## src/rtl/iter_mul_pkg.sv

```systemverilog
// Shared definitions for the iterative multiplier: op encodings, FSM states
// and the iteration-count helper.
package iter_mul_pkg;

  typedef enum logic [1:0] {
    OP_MUL   = 2'b00,
    OP_UMULL = 2'b01,
    OP_SMULL = 2'b10,
    OP_RSV   = 2'b11
  } op_t;

  typedef enum logic [1:0] {
    ST_IDLE,
    ST_RUN,
    ST_FIX,
    ST_DONE
  } state_t;

  function automatic int unsigned num_iter(input int unsigned width, input int unsigned bpc);
    return width / bpc;
  endfunction

endpackage

```

## src/rtl/iter_mul_step.sv

```systemverilog
// Combinational shift-add step: adds (multiplicand * BPC-bit slice) << shift
// to the 2*WIDTH partial product.
module iter_mul_step #(
  parameter int unsigned WIDTH = 32,
  parameter int unsigned BPC   = 1
) (
  input  logic [2*WIDTH-1:0]         pp,
  input  logic [WIDTH-1:0]           mcand,
  input  logic [BPC-1:0]             slice,
  input  logic [$clog2(WIDTH)-1:0]   shift,
  output logic [2*WIDTH-1:0]         pp_next
);

  localparam int unsigned PW = 2 * WIDTH;

  logic [PW-1:0] part;

  always_comb begin
    part    = PW'(mcand) * PW'(slice);
    pp_next = pp + (part << shift);
  end

endmodule

```

## src/rtl/iter_mul.sv

```systemverilog
// Iterative start/done multiplier for MUL, UMULL and SMULL.
// Accumulate forms (MLA/UMLAL/SMLAL) are built only when ITER_MUL_ACCUM_EN is defined.
module iter_mul
  import iter_mul_pkg::*;
#(
  parameter int unsigned WIDTH = 32,
  parameter int unsigned BPC   = 1
) (
  input  logic                 clk,
  input  logic                 reset,
  input  logic                 start,
  input  logic [1:0]           op,
  input  logic                 acc_en,
  input  logic [WIDTH-1:0]     a,
  input  logic [WIDTH-1:0]     b,
  input  logic [2*WIDTH-1:0]   acc,
  output logic                 busy,
  output logic                 done,
  output logic [WIDTH-1:0]     result_lo,
  output logic [WIDTH-1:0]     result_hi,
  output logic [1:0]           nz
);

  localparam int unsigned N  = num_iter(WIDTH, BPC);
  localparam int unsigned CW = $clog2(N + 1);
  localparam int unsigned SW = $clog2(WIDTH);

  state_t             state, state_nx;
  logic [CW-1:0]      cnt;
  logic [WIDTH-1:0]   mcand, mplier;
  logic [1:0]         op_r;
  logic               sign_r;
  logic [2*WIDTH-1:0] pp, pp_nx;
  logic [SW-1:0]      shift;
  logic               accept, is_smull, is_long;
  logic [WIDTH-1:0]   a_mag, b_mag;
  logic [2*WIDTH-1:0] prod_s, sum;
  logic [WIDTH-1:0]   fix_lo, fix_hi;
  logic [1:0]         fix_nz;

`ifdef ITER_MUL_ACCUM_EN
  logic               acc_en_r;
  logic [2*WIDTH-1:0] acc_r;
`else
  logic               unused_acc;
  assign unused_acc = ^{acc_en, acc};
`endif

  assign accept   = start && (state == ST_IDLE || state == ST_DONE);
  assign is_smull = (op == OP_SMULL);
  // Magnitudes of the most negative operand wrap to 2^(WIDTH-1), which is the correct unsigned value.
  assign a_mag    = (is_smull && a[WIDTH-1]) ? WIDTH'(-a) : a;
  assign b_mag    = (is_smull && b[WIDTH-1]) ? WIDTH'(-b) : b;
  assign shift    = SW'(cnt * BPC);
  assign busy     = (state == ST_RUN) || (state == ST_FIX);
  assign done     = (state == ST_DONE);

  iter_mul_step #(.WIDTH(WIDTH), .BPC(BPC)) u_step (
    .pp      (pp),
    .mcand   (mcand),
    .slice   (mplier[BPC-1:0]),
    .shift   (shift),
    .pp_next (pp_nx)
  );

  always_comb begin
    state_nx = state;
    case (state)
      ST_IDLE: if (start) state_nx = ST_RUN;
      ST_RUN:  if (cnt == CW'(N - 1)) state_nx = ST_FIX;
      ST_FIX:  state_nx = ST_DONE;
      ST_DONE: state_nx = start ? ST_RUN : ST_IDLE;
      default: state_nx = ST_IDLE;
    endcase
  end

  // Low WIDTH bits of a full-width sum equal the mod-2^WIDTH sum, so MUL shares the long adder.
  always_comb begin
    is_long = (op_r == OP_UMULL) || (op_r == OP_SMULL);
    prod_s  = sign_r ? (2*WIDTH)'(-pp) : pp;
`ifdef ITER_MUL_ACCUM_EN
    sum     = acc_en_r ? prod_s + acc_r : prod_s;
`else
    sum     = prod_s;
`endif
    fix_lo  = sum[WIDTH-1:0];
    fix_hi  = is_long ? sum[2*WIDTH-1:WIDTH] : '0;
    fix_nz  = is_long ? {sum[2*WIDTH-1], sum == '0}
                      : {sum[WIDTH-1], sum[WIDTH-1:0] == '0};
  end

  always_ff @(posedge clk or negedge reset) begin
    if (!reset) begin
      state     <= ST_IDLE;
      cnt       <= '0;
      mcand     <= '0;
      mplier    <= '0;
      op_r      <= '0;
      sign_r    <= 1'b0;
      pp        <= '0;
      result_lo <= '0;
      result_hi <= '0;
      nz        <= 2'b01;
`ifdef ITER_MUL_ACCUM_EN
      acc_en_r  <= 1'b0;
      acc_r     <= '0;
`endif
    end else begin
      state <= state_nx;
      if (accept) begin
        op_r     <= op;
        sign_r   <= is_smull && (a[WIDTH-1] ^ b[WIDTH-1]);
        mcand    <= a_mag;
        mplier   <= b_mag;
        pp       <= '0;
        cnt      <= '0;
`ifdef ITER_MUL_ACCUM_EN
        acc_en_r <= acc_en;
        acc_r    <= acc;
`endif
      end else if (state == ST_RUN) begin
        pp     <= pp_nx;
        mplier <= mplier >> BPC;
        cnt    <= cnt + CW'(1);
      end
      if (state == ST_FIX) begin
        result_lo <= fix_lo;
        result_hi <= fix_hi;
        nz        <= fix_nz;
      end
    end
  end

endmodule
```

## config.mk

```make
export PLATFORM = sky130hd
export DESIGN_NAME = iter_mul
export DESIGN_NICKNAME = d
export VERILOG_FILES = /design/src/rtl/iter_mul_pkg.sv /design/src/rtl/iter_mul_step.sv /design/src/rtl/iter_mul.sv
export SDC_FILE = /design/constraint.sdc
export NUM_CORES = 1
export LEC_CHECK = 0
export CORE_ASPECT_RATIO = 1.4
export CORE_MARGIN = 2
export CORE_UTILIZATION = 35
export DETAILED_ROUTE_END_ITERATION = 12
export GPL_TIMING_DRIVEN = 0
export RECOVER_POWER = 100
export SLEW_MARGIN = 20
export SYNTH_ARGS = -nofsm -noshare
export SYNTH_HDL_FRONTEND = slang
export SYNTH_SLANG_ARGS = --single-unit
```

## constraint.sdc

```tcl
create_clock -name clk -period 6.1 [get_ports clk]
set_input_delay 1.525 -clock clk [delete_from_list [all_inputs] [get_ports clk]]
set_output_delay 1.525 -clock clk [all_outputs]
set_load 0.01 [all_outputs]
```

==> results of run 1 <==
[critical path, stage by stage, from the launching register on]
cell and delay [ns]:
dfrtp_1 0.36, clkbuf_2 0.30, clkbuf_4 0.32, mux2_2 0.37, o21ai_0 0.32, mux2i_1 0.18, nand2_1 0.12, nor2_1 0.05
a31oi_1 0.38, o22ai_1 0.27, ha_1 0.45, and4_1 0.27, nor2b_1 0.24, o211ai_1 0.12, a21o_1 0.21, a211oi_1 0.76
o2111a_1 0.41, o21ai_0 0.18, o21a_1 0.22, o211a_1 0.21
[cells by family (layout without fill, tap and decap cells)]
logic type / Yosys count / after routing
buf+inv: 235 / 415
simple gates: 729 / 729
fa+ha+maj: 81 / 81
flops: 205 / 205
compound gates: 658 / 658
mux: 129 / 129
xor+xnor: 166 / 166
[per-layer routing]
metal | share of wire [%] | vias to the layer above | GRT usage [%]
li1 | - | 8307 | -
met1 | 39 | 8271 | 28.2
met2 | 52 | 536 | 47.2
met3 | 4.1 | 172 | 1.99
met4 | 5.3 | 0 | 12.6
met5 | 0 | - | 0
[area by class of cell]
type / count / area [um^2]
Buffer: 159 / 613
Clock buffer: 28 / 657
Clock inverter: 14 / 166
Fill cell: 5170 / 28700
Inverter: 75 / 282
Multi-Input combinational cell: 1763 / 11500
Sequential cell: 205 / 5130
Tap cell: 637 / 797
Timing Repair Buffer: 139 / 1370
[per-stage QoR]
stage / power, mW / utilization, % / hold slack (ns) / instances
floorplan: 6.64 / - / 0.462 / 2203
global placement: 9.00 / 39.9 / 0.482 / 2976
finish: 10.6 / 41.6 / 0.492 / 3020
detailed placement: 9.08 / 40.0 / 0.485 / 2978
global route: 11.4 / 41.6 / 0.530 / 3020
CTS: 10.7 / 41.7 / 0.495 / 3020
[flip-flops by register name (all words and copies together), names as in the netlist]
register / cells
cnt: 6
mcand: 32
mplier: 32
nz: 2
op_r: 2
pp: 64
result_hi: 32
result_lo: 32
sign_r: 1
state: 2
[where the power goes]
group | total, mW | leakage, nW | internal (mW) | switching (mW)
Combinational | 6.61 | 5.49 | 2.37 | 4.24
Sequential | 2.43 | 2.62 | 1.93 | 0.500
Clock | 1.55 | 0.407 | 0.900 | 0.652
Total | 10.6 | 8.52 | 5.20 | 5.39
[worst max-delay path by stage]
stage,startpoint,end,slack (ns),cells after the start
2_1_floorplan,cnt[0],pp[56],1.28,17
3_3_place_gp,reset,result_lo[8],-5.48,1
3_5_place_dp,cnt[0],pp[50],-0.63,20
4_1_cts,cnt[0],pp[50],0.05,20
5_1_grt,cnt[0],pp[59],0.03,19
6_report,cnt[0],pp[61],0.24,19
[synth_stat cells (23+ instances only)]
library cell	count
o22ai_1	54
dfrtp_1	204
xor2_1	104
clkbuf_1	134
nand4_1	36
a21oi_1	156
nand3_1	47
mux2i_1	104
o21ai_0	202
xnor2_1	62
ha_1	80
nor3_1	47
nand2_1	229
inv_1	74
a31oi_1	23
or3_1	26
a21o_1	45
a211oi_1	27
o31ai_1	31
nor2_1	206
[timing repair]
| item | 4_1_cts | 5_1_grt |
|---|---|---|
| resized for setup | 10 | 22 |
| setup buffers | 0 | 1 |
| setup endpoints to repair | 21 | 14 |
| pin swaps | 0 | 2 |
| cloned | 0 | 0 |
==> results.toml, run 1 <==
[timing]
worst_pin_slew_ns = 2.66
rsz0062_at_grt = "no"
drv_slew = 210
setup_viol = 0
fin_crit_ns = 5.86
fmax_mhz = 171
final_hold_viol_count = 0
finalCritPeriodShare_pct = 96.1
setup_slack_ns = 0.236
final.setup.tns_ns = 0
skew_ns = 0.0154
slew-limit-headroom_pct = -77.4

[cts]
postCtsHoldBufs = 0
cts.sinks = 205
path_clk_slew_ns = 0.07
cts_tree = "built"
cts_buffer_depth = 3
cts_root_buf = "clkbuf_16"
htree_levels = 1
insertion_delay_ns = 0.56
cts_buffers = 24

[worst_hold_path]
min_delay_path_depth = 2
hp-start = "nz[0]"
worst_hold_path.endpoint = "nz[0]"
hold_class = "reg -> reg"

[detailed_routing]
dr.pass1.iters = 5
drcViolationCount = 0
vias = 17286
vias_per_cell = 5.72
finalWirelength_mm = 65.6
detail_route.iter0.violations = 1027
wl_per_cell_um = 21.7
drtAntennaViolNets = 0

[finish]
fin_area_um2 = 20500
areaGrowthSynthToFinish_pct = 17.2
layout_common_cells = "nand2_1 (229), nor2_1 (206), dfrtp_1 (204)"
final_nets = 2582
num_antenna_cells = 0
final_common_cell = "nand2_1"
drive_above_1_share_pct = 4.99

[die]
io_pins = 202
dieHeight_um = 268
num_rows = 96
core_area_um2 = 49200
fp.dieW_um = 193
start_util_pct = 35.5
die-area_um2 = 51800

[setup_path]
reg2reg_slack_ns = 0.24
crit_required_ns = 6.54
r2r_end = "pp[61]"
cp_max_fo = 10
start_kind = "flop"
cp.arrival_ns = 6.30
r2r-start = "cnt[0]"
cp-end-kind = "flop"
reg2regPathDepth = 19
crit_type = "reg -> reg"

[synth]
ys.flop_type = "dfrtp_1"
synth_warnings = 0
synthesis.nets = 2418
synth-xor-area-share_pct = 8.31
synth_edf_count = 0
syn-cell-area_um2 = 17500
yosysTopAreaCellShare_pct = 29.2
ys_seq_area_share_pct = 29.3
synthSimpleGateAreaFrac_pct = 19.9
yosysUniqueCellTypes = 79
synth_top_family_by_area = "compound AO/OA/AOI/OAI gates"
muxShareOfSynthArea_pct = 8.08
synthAdderAreaFrac_pct = 5.84
synth_area_leaders = "dfrtp_1 (29%), mux2i_1 (6.0%), o21ai_0 (5.8%), ha_1 (5.7%), xor2_1 (5.2%)"
yosysTopAreaCell = "dfrtp_1"
synth_compound_area_share_pct = 23.4
synth_cells = 2203
synthArstFlopShare_pct = 100
avgSynthCellArea_um2 = 7.94
synth-seq-cells = 205

[place]
gp_congestion = 0.971
dp.final_hpwl_mm = 52.6
pre_cts_slack_ns = -0.629
place_area_um2 = 19700
port_buffers = 136

[global_route]
grt_overflow = 0
grt_pass1_vias = 17441
grt_pass1_wl_mm = 100
grt_antenna_before_repair = 1
grt_max_degree = 87
grt_usage_pct = 25.1

[outcome]
status = "complete, but fails checks"
violations = "capacitance limit, slew limit"

[pwr]
power_density_nw_per_um2 = 517
leakage_nw = 8.52
ir_worst_vdd_mv = 0.267

[job]
maxCapViolations = 3
Note: power is estimated with default switching activity, not from simulation.
==> run 2, diff against run 1 <==
CORE_ASPECT_RATIO = 2   (was 1.4)
GPL_TIMING_DRIVEN = 1   (was 0)
SYNTH_HIERARCHICAL = 1   (was unset)
==> run 2 against run 1 <==
The run still ends with capacitance limit, slew limit left. Clock power down 12%. Final cell count down 5.5%. First-iteration DRC count down 17%. Wire length down 17%. Register-to-register slack better by 0.08 ns. Sequential power about the same. Global-route usage down 4.2 points. Critical path depth up 1. Combinational power down 7.0%. Clock-buffer cell count up 1. Core utilization down 1.1 points. Critical endpoint is now pp[59]. Largest cell class unchanged. Largest power group unchanged. Highest routed layer unchanged.
==> results.toml, run 2 <==
[outcome]
status = "complete, but fails checks"
violations = "capacitance limit, slew limit"

[pwr]
switching_share_pct = 49.2
power_density_nw_per_um2 = 506
p_comb_share_pct = 61.9
leakage_nw = 8.49
ir_worst_vdd_mv = 0.287
p_switching_mw = 4.89
intPower_mw = 5.05
clock_power_share_pct = 13.8
power_frac_seq_pct = 24.3

[place]
place_area_um2 = 19000
gp_congestion = 0.934
placed_cells = 2815
port_buffers = 136
dp.final_hpwl_mm = 43.2

[timing]
skew_ns = 0.0366
drv_slew = 312
final_hold_viol_count = 0
timing.hold.ws_ns = 0.493
setup_viol = 0
fin_crit_ns = 5.79
finalCritPeriodShare_pct = 94.9
final.setup.tns_ns = 0
rsz0062_at_grt = "no"
slew-limit-headroom_pct = -126
worst_pin_slew_ns = 3.39
fmax_mhz = 173

[cts]
cts_buffers = 22
postCtsHoldBufs = 0
cts.sinks = 205
cts_tree = "built"
insertion_delay_ns = 0.56
post_cts_buffers = 0
cts_root_buf = "clkbuf_16"
cts_buffer_depth = 3
post_cts_resized = 0
htree_levels = 1
path_clk_slew_ns = 0.07

[synth]
synthSimpleGateAreaFrac_pct = 20.4
synth_top_family_by_area = "compound AO/OA/AOI/OAI gates"
synthesis.nets = 2367
synth_compound_area_share_pct = 20.4
syn-cell-area_um2 = 17200
synth_warnings = 6
muxShareOfSynthArea_pct = 9.53
ys_top_cells_by_count = "nand2_1 (251), nor2_1 (238), dfrtp_1 (204), o21ai_0 (192), a21oi_1 (149)"
synth-xor-area-share_pct = 9.37
synth.most_common_cell = "nand2_1"
yosysUniqueCellTypes = 88
ys_seq_area_share_pct = 29.8
synth-seq-cells = 205
synth_area_leaders = "dfrtp_1 (30%), mux2i_1 (8.1%), o21ai_0 (5.6%), nand2_1 (5.5%), ha_1 (5.2%)"
synth_edf_count = 0
avgSynthCellArea_um2 = 7.96
synth_cells = 2160
yosysTopAreaCellShare_pct = 29.7
yosysTopAreaCell = "dfrtp_1"
synthArstFlopShare_pct = 100
ys.flop_type = "dfrtp_1"
synthAdderAreaFrac_pct = 5.35

[finish]
multi_input_area_um2 = 11200
layout_common_cells = "nand2_1 (251), nor2_1 (238), dfrtp_1 (202)"
seq_area_um2 = 5130
fin_area_um2 = 19600
fillers = 5009
fin_util_pct = 40.5
drive_above_1_share_pct = 5.10
largest_reg_flops = 64
num_antenna_cells = 0
final_nets = 2408
largest_register = "pp"
final_common_cell = "nand2_1"
areaGrowthSynthToFinish_pct = 14.2
fin_cells = 2854

[setup_path]
start_kind = "flop"
cp.arrival_ns = 6.08
crit_type = "reg -> reg"
worstPathCellList = "buf_4 > mux4_2 > nand2_1 > o21ai_0 > mux2i_1 > o22ai_1 > ha_1 > nand4_1 > nor2_1 > a21oi_1 > o211ai_1 > a41oi_1 > clkbuf_1 > o31ai_1 > o21ai_0 > o21a_1 > o31ai_1 > xor2_1 > mux2i_1 > nor2_1"
cp_max_fo = 14
max_stage_delay_ns = 0.68
crit_required_ns = 6.39
cp_slowest_cell = "dfrtp_1"
cp-end-kind = "flop"

[detailed_routing]
detail_route.iter0.violations = 854
wl_per_cell_um = 19.0
dr.pass1.iters = 5
finalWirelength_mm = 54.3
vias = 15873
drcViolationCount = 0
vias_per_cell = 5.56
drtAntennaViolNets = 0

[global_route]
grt_pass1_wl_mm = 86.0
grt_usage_pct = 20.9
grt_max_degree = 93
grt_overflow = 0
grt_antenna_before_repair = 0
busiest_layer = "met2"
use_met3_pct = 1.47
met1_usage_pct = 22.0
grt.met2_usage_pct = 40.0
grt_pass1_vias = 15971

[die]
die-area_um2 = 51000
dieHeight_um = 317
fp.dieW_um = 161
start_util_pct = 35.5
num_rows = 114
io_pins = 202
core_area_um2 = 48500

[worst_hold_path]
hold_class = "reg -> reg"

[job]
maxCapViolations = 5
run 2: stage by stage:
| step | setup WS [ns] | total power, mW |
|---|---|---|
| global route | 0.0207 | 10.7 |
| CTS | 0.490 | 10.1 |
| global placement | 0.610 | 8.55 |
| detailed placement | 0.507 | 8.67 |
| floorplan | 1.38 | 6.69 |
| finish | 0.313 | 9.94 |
run 2: cell type report:
type                       count  share of cell area (%)
multi-input combinational   1739                    56.9
sequential                   205                    26.1
timing repair buffer         165                    7.93
tap                          638                    4.06
clock buffer                  29                    3.19
inverter                      68                    1.30
clock inverter                10                   0.510
run 2: power by group through the flow:
stage / logic [mW] / clock network (mW) / registers (mW)
floorplan: 4.40 / 0 / 2.29
global placement: 6.12 / 0 / 2.43
detailed placement: 6.21 / 0 / 2.46
CTS: 6.23 / 1.42 / 2.43
global route: 6.78 / 1.46 / 2.51
finish: 6.15 / 1.37 / 2.42
run 2: worst max-delay path, delay by kind of cell (launching register included):
family                     cells  cell delay [ns]
and+or+nand+nor                4             0.49
buffers and inverters          2             0.47
AOI/OAI and AO/OA              9             2.20
muxes                          3             1.11
DFF                            1             0.68
xor gates and xnor gates       1             0.11
adders and majority gates      1             0.49
run 2: cell families (layout without fill, tap and decap cells):
logic type / after synthesis / in the layout
muxes: 159 / 159
buffers and inverters: 216 / 272
AOI/OAI and AO/OA: 570 / 570
xor gates and xnor gates: 184 / 184
adders and majority gates: 73 / 73
and+or+nand+nor: 753 / 753
DFF: 205 / 205
run 2: worst paths after layout:
check	from	to	slack (ns)	cells past startpoint
setup / recovery	cnt[0]	pp[59]	0.31	20
hold / removal	result_lo[29]	result_lo[29]	0.49	2
setup reg to reg	cnt[0]	pp[59]	0.31	20
hold reg to reg	result_lo[29]	result_lo[29]	0.49	2
max in group asynchronous	reset	result_hi[19]	1.74	2
min in group asynchronous	reset	pp[4]	1.00	1
run 2: per-layer routing:
metal  wire length, um  vias up
li1                  -     7804
met5                 0        -
met1             20000     7406
met4              3720        0
met2             28800      490
met3              1810      173
==> run 3, diff against run 2 <==
CELL_PAD_IN_SITES_DETAIL_PLACEMENT = 1   (was unset)
CELL_PAD_IN_SITES_GLOBAL_PLACEMENT = 2   (was unset)
CORE_UTILIZATION = 34   (was 35)
PLACE_DENSITY_LB_ADDON = 0.1   (was unset)
SLEW_MARGIN = 5   (was 20)
==> run 3 against run 2 <==
The run still ends with capacitance limit, slew limit left. Final cell count rose by 0.39%. Non-clock buffer count down 1. First-iteration DRC count is 39% lower. Sequential power is essentially flat.
==> results.toml, run 3 (same netlist as run 2, synthesis figures left out) <==
[timing]
final_hold_viol_count = 0
drv_slew = 365
rsz0062_at_grt = "no"
setup_viol = 0
finalCritPeriodShare_pct = 91.4
fin_crit_ns = 5.58
skew_ns = 0.0420
slew-limit-headroom_pct = -169
worst_pin_slew_ns = 4.03
fmax_mhz = 179
final.setup.tns_ns = 0

[place]
port_buffers = 136
gp_congestion = 0.882
dp.final_hpwl_mm = 47.2

[die]
num_rows = 116
start_util_pct = 34.3
core_area_um2 = 50100
fp.dieW_um = 163
io_pins = 202
dieHeight_um = 322
die-area_um2 = 52500

[setup_path]
cp.buffers_inverters = 1
cp-end-kind = "flop"
max_stage_delay_ns = 0.55
cp_slowest_cell = "or4_1"
crit_required_ns = 6.47
cp.arrival_ns = 5.95
crit_top_cell = "mux2i_1"
start_kind = "flop"
cp_max_fo = 37
crit_type = "reg -> reg"
crit_family = "compound AO/OA/AOI/OAI gates"
worstPathCellList = "buf_12 > mux2_2 > nand2_1 > o21ai_0 > nand3_1 > o21ai_0 > mux2i_1 > mux2i_1 > ha_1 > nand4_1 > or4_1 > o31ai_1 > o21ai_1 > o21a_1 > o31ai_1 > xor2_1 > mux2i_1 > nor2_1"

[cts]
post_cts_resized = 0
post_cts_buffers = 0
postCtsHoldBufs = 0
insertion_delay_ns = 0.58
cts_buffers = 22
cts_tree = "built"
cts_buffer_depth = 3
htree_levels = 1
cts.sinks = 205
cts_root_buf = "clkbuf_16"
path_clk_slew_ns = 0.06

[detailed_routing]
vias = 15699
drcViolationCount = 0
highest_layer = "met4"
wl_met2_mm = 32.4
met1Wirelength_mm = 21.8
finalWirelength_mm = 58.4
dr.pass1.iters = 4
wl_per_cell_um = 20.4
vias_per_cell = 5.48
drtAntennaViolNets = 0
wl_met3_mm = 1.26
detail_route.iter0.violations = 518

[finish]
largest_register = "pp"
layout_common_cells = "nand2_1 (251), nor2_1 (238), dfrtp_1 (202)"
fillers = 6046
drive_above_1_share_pct = 5.51
multi_input_area_um2 = 11200
final_common_cell = "nand2_1"
num_antenna_cells = 0
areaGrowthSynthToFinish_pct = 14.5
final_nets = 2407
fin_util_pct = 39.3
largest_reg_flops = 64
seq_area_um2 = 5130

[pwr]
power_density_nw_per_um2 = 508
leakage_nw = 8.54
clock_power_share_pct = 13.9
ir_worst_vdd_mv = 0.235
intPower_mw = 5.08
power_frac_seq_pct = 23.9
switching_share_pct = 49.2
p_comb_share_pct = 62.1
p_switching_mw = 4.92

[global_route]
grt_pass1_vias = 16664
grt_max_degree = 115
grt_pass1_wl_mm = 91.4
grt_antenna_before_repair = 0
grt_overflow = 0
grt_usage_pct = 22.2

[worst_hold_path]
hold_class = "reg -> reg"

[outcome]
violations = "capacitance limit, slew limit"
status = "complete, but fails checks"

[job]
maxCapViolations = 5
-- run 3: path summary, 6_finish.rpt --
path | start | end | slack, ns | cells after the start
worst min register to register | result_lo[29] | result_lo[29] | 0.49 | 2
max in group asynchronous | reset | mplier[23] | 0.97 | 2
worst max-delay path | cnt[0] | pp[63] | 0.52 | 18
worst max register to register | cnt[0] | pp[63] | 0.52 | 18
worst min-delay path | result_lo[29] | result_lo[29] | 0.49 | 2
min in group asynchronous | reset | result_lo[7] | 2.49 | 1
-- run 3: area by class of cell --
cell class	instances	share of cell area (%)
sequential	205	26.1
timing repair buffer	164	8.04
tap	649	4.12
multi-input combinational	1739	56.8
inverter	68	1.30
clock inverter	12	0.667
clock buffer	28	3.06
-- run 3: power by group through the flow --
stage	sequential (mW)	clock (mW)	combinational (mW)
floorplan	2.29	0	4.40
global placement	2.41	0	6.24
detailed placement	2.44	0	6.35
CTS	2.41	1.45	6.38
global route	2.48	1.50	6.91
finish	2.39	1.39	6.22
-- run 3: per-stage QoR --
stage	std cells	hold slack (ns)	cell area, um^2	total power, mW	setup slack (ns)
after global placement	2825	0.478	19000	8.65	0.651
after floorplan	2160	0.462	17200	6.69	1.38
final	2865	0.487	19700	10.0	0.525
after detailed placement	2825	0.484	19000	8.79	0.632
after CTS	2865	0.498	19800	10.2	0.622
after global routing	2865	0.522	19700	10.9	0.196
-- run 3: per-layer routing --
layer / track usage (%) / vias up
met2: 44.4 / 271
li1: - / 7779
met4: 11.0 / 0
met3: 1.53 / 111
met1: 22.5 / 7538
met5: 0 / -
-- run 3: worst min-delay path: cells and delay by family, from the launching register on --
| kind | cells | cell delay (ns) |
|---|---|---|
| flip-flops | 1 | 0.34 |
| AND/OR/NAND/NOR | 2 | 0.11 |
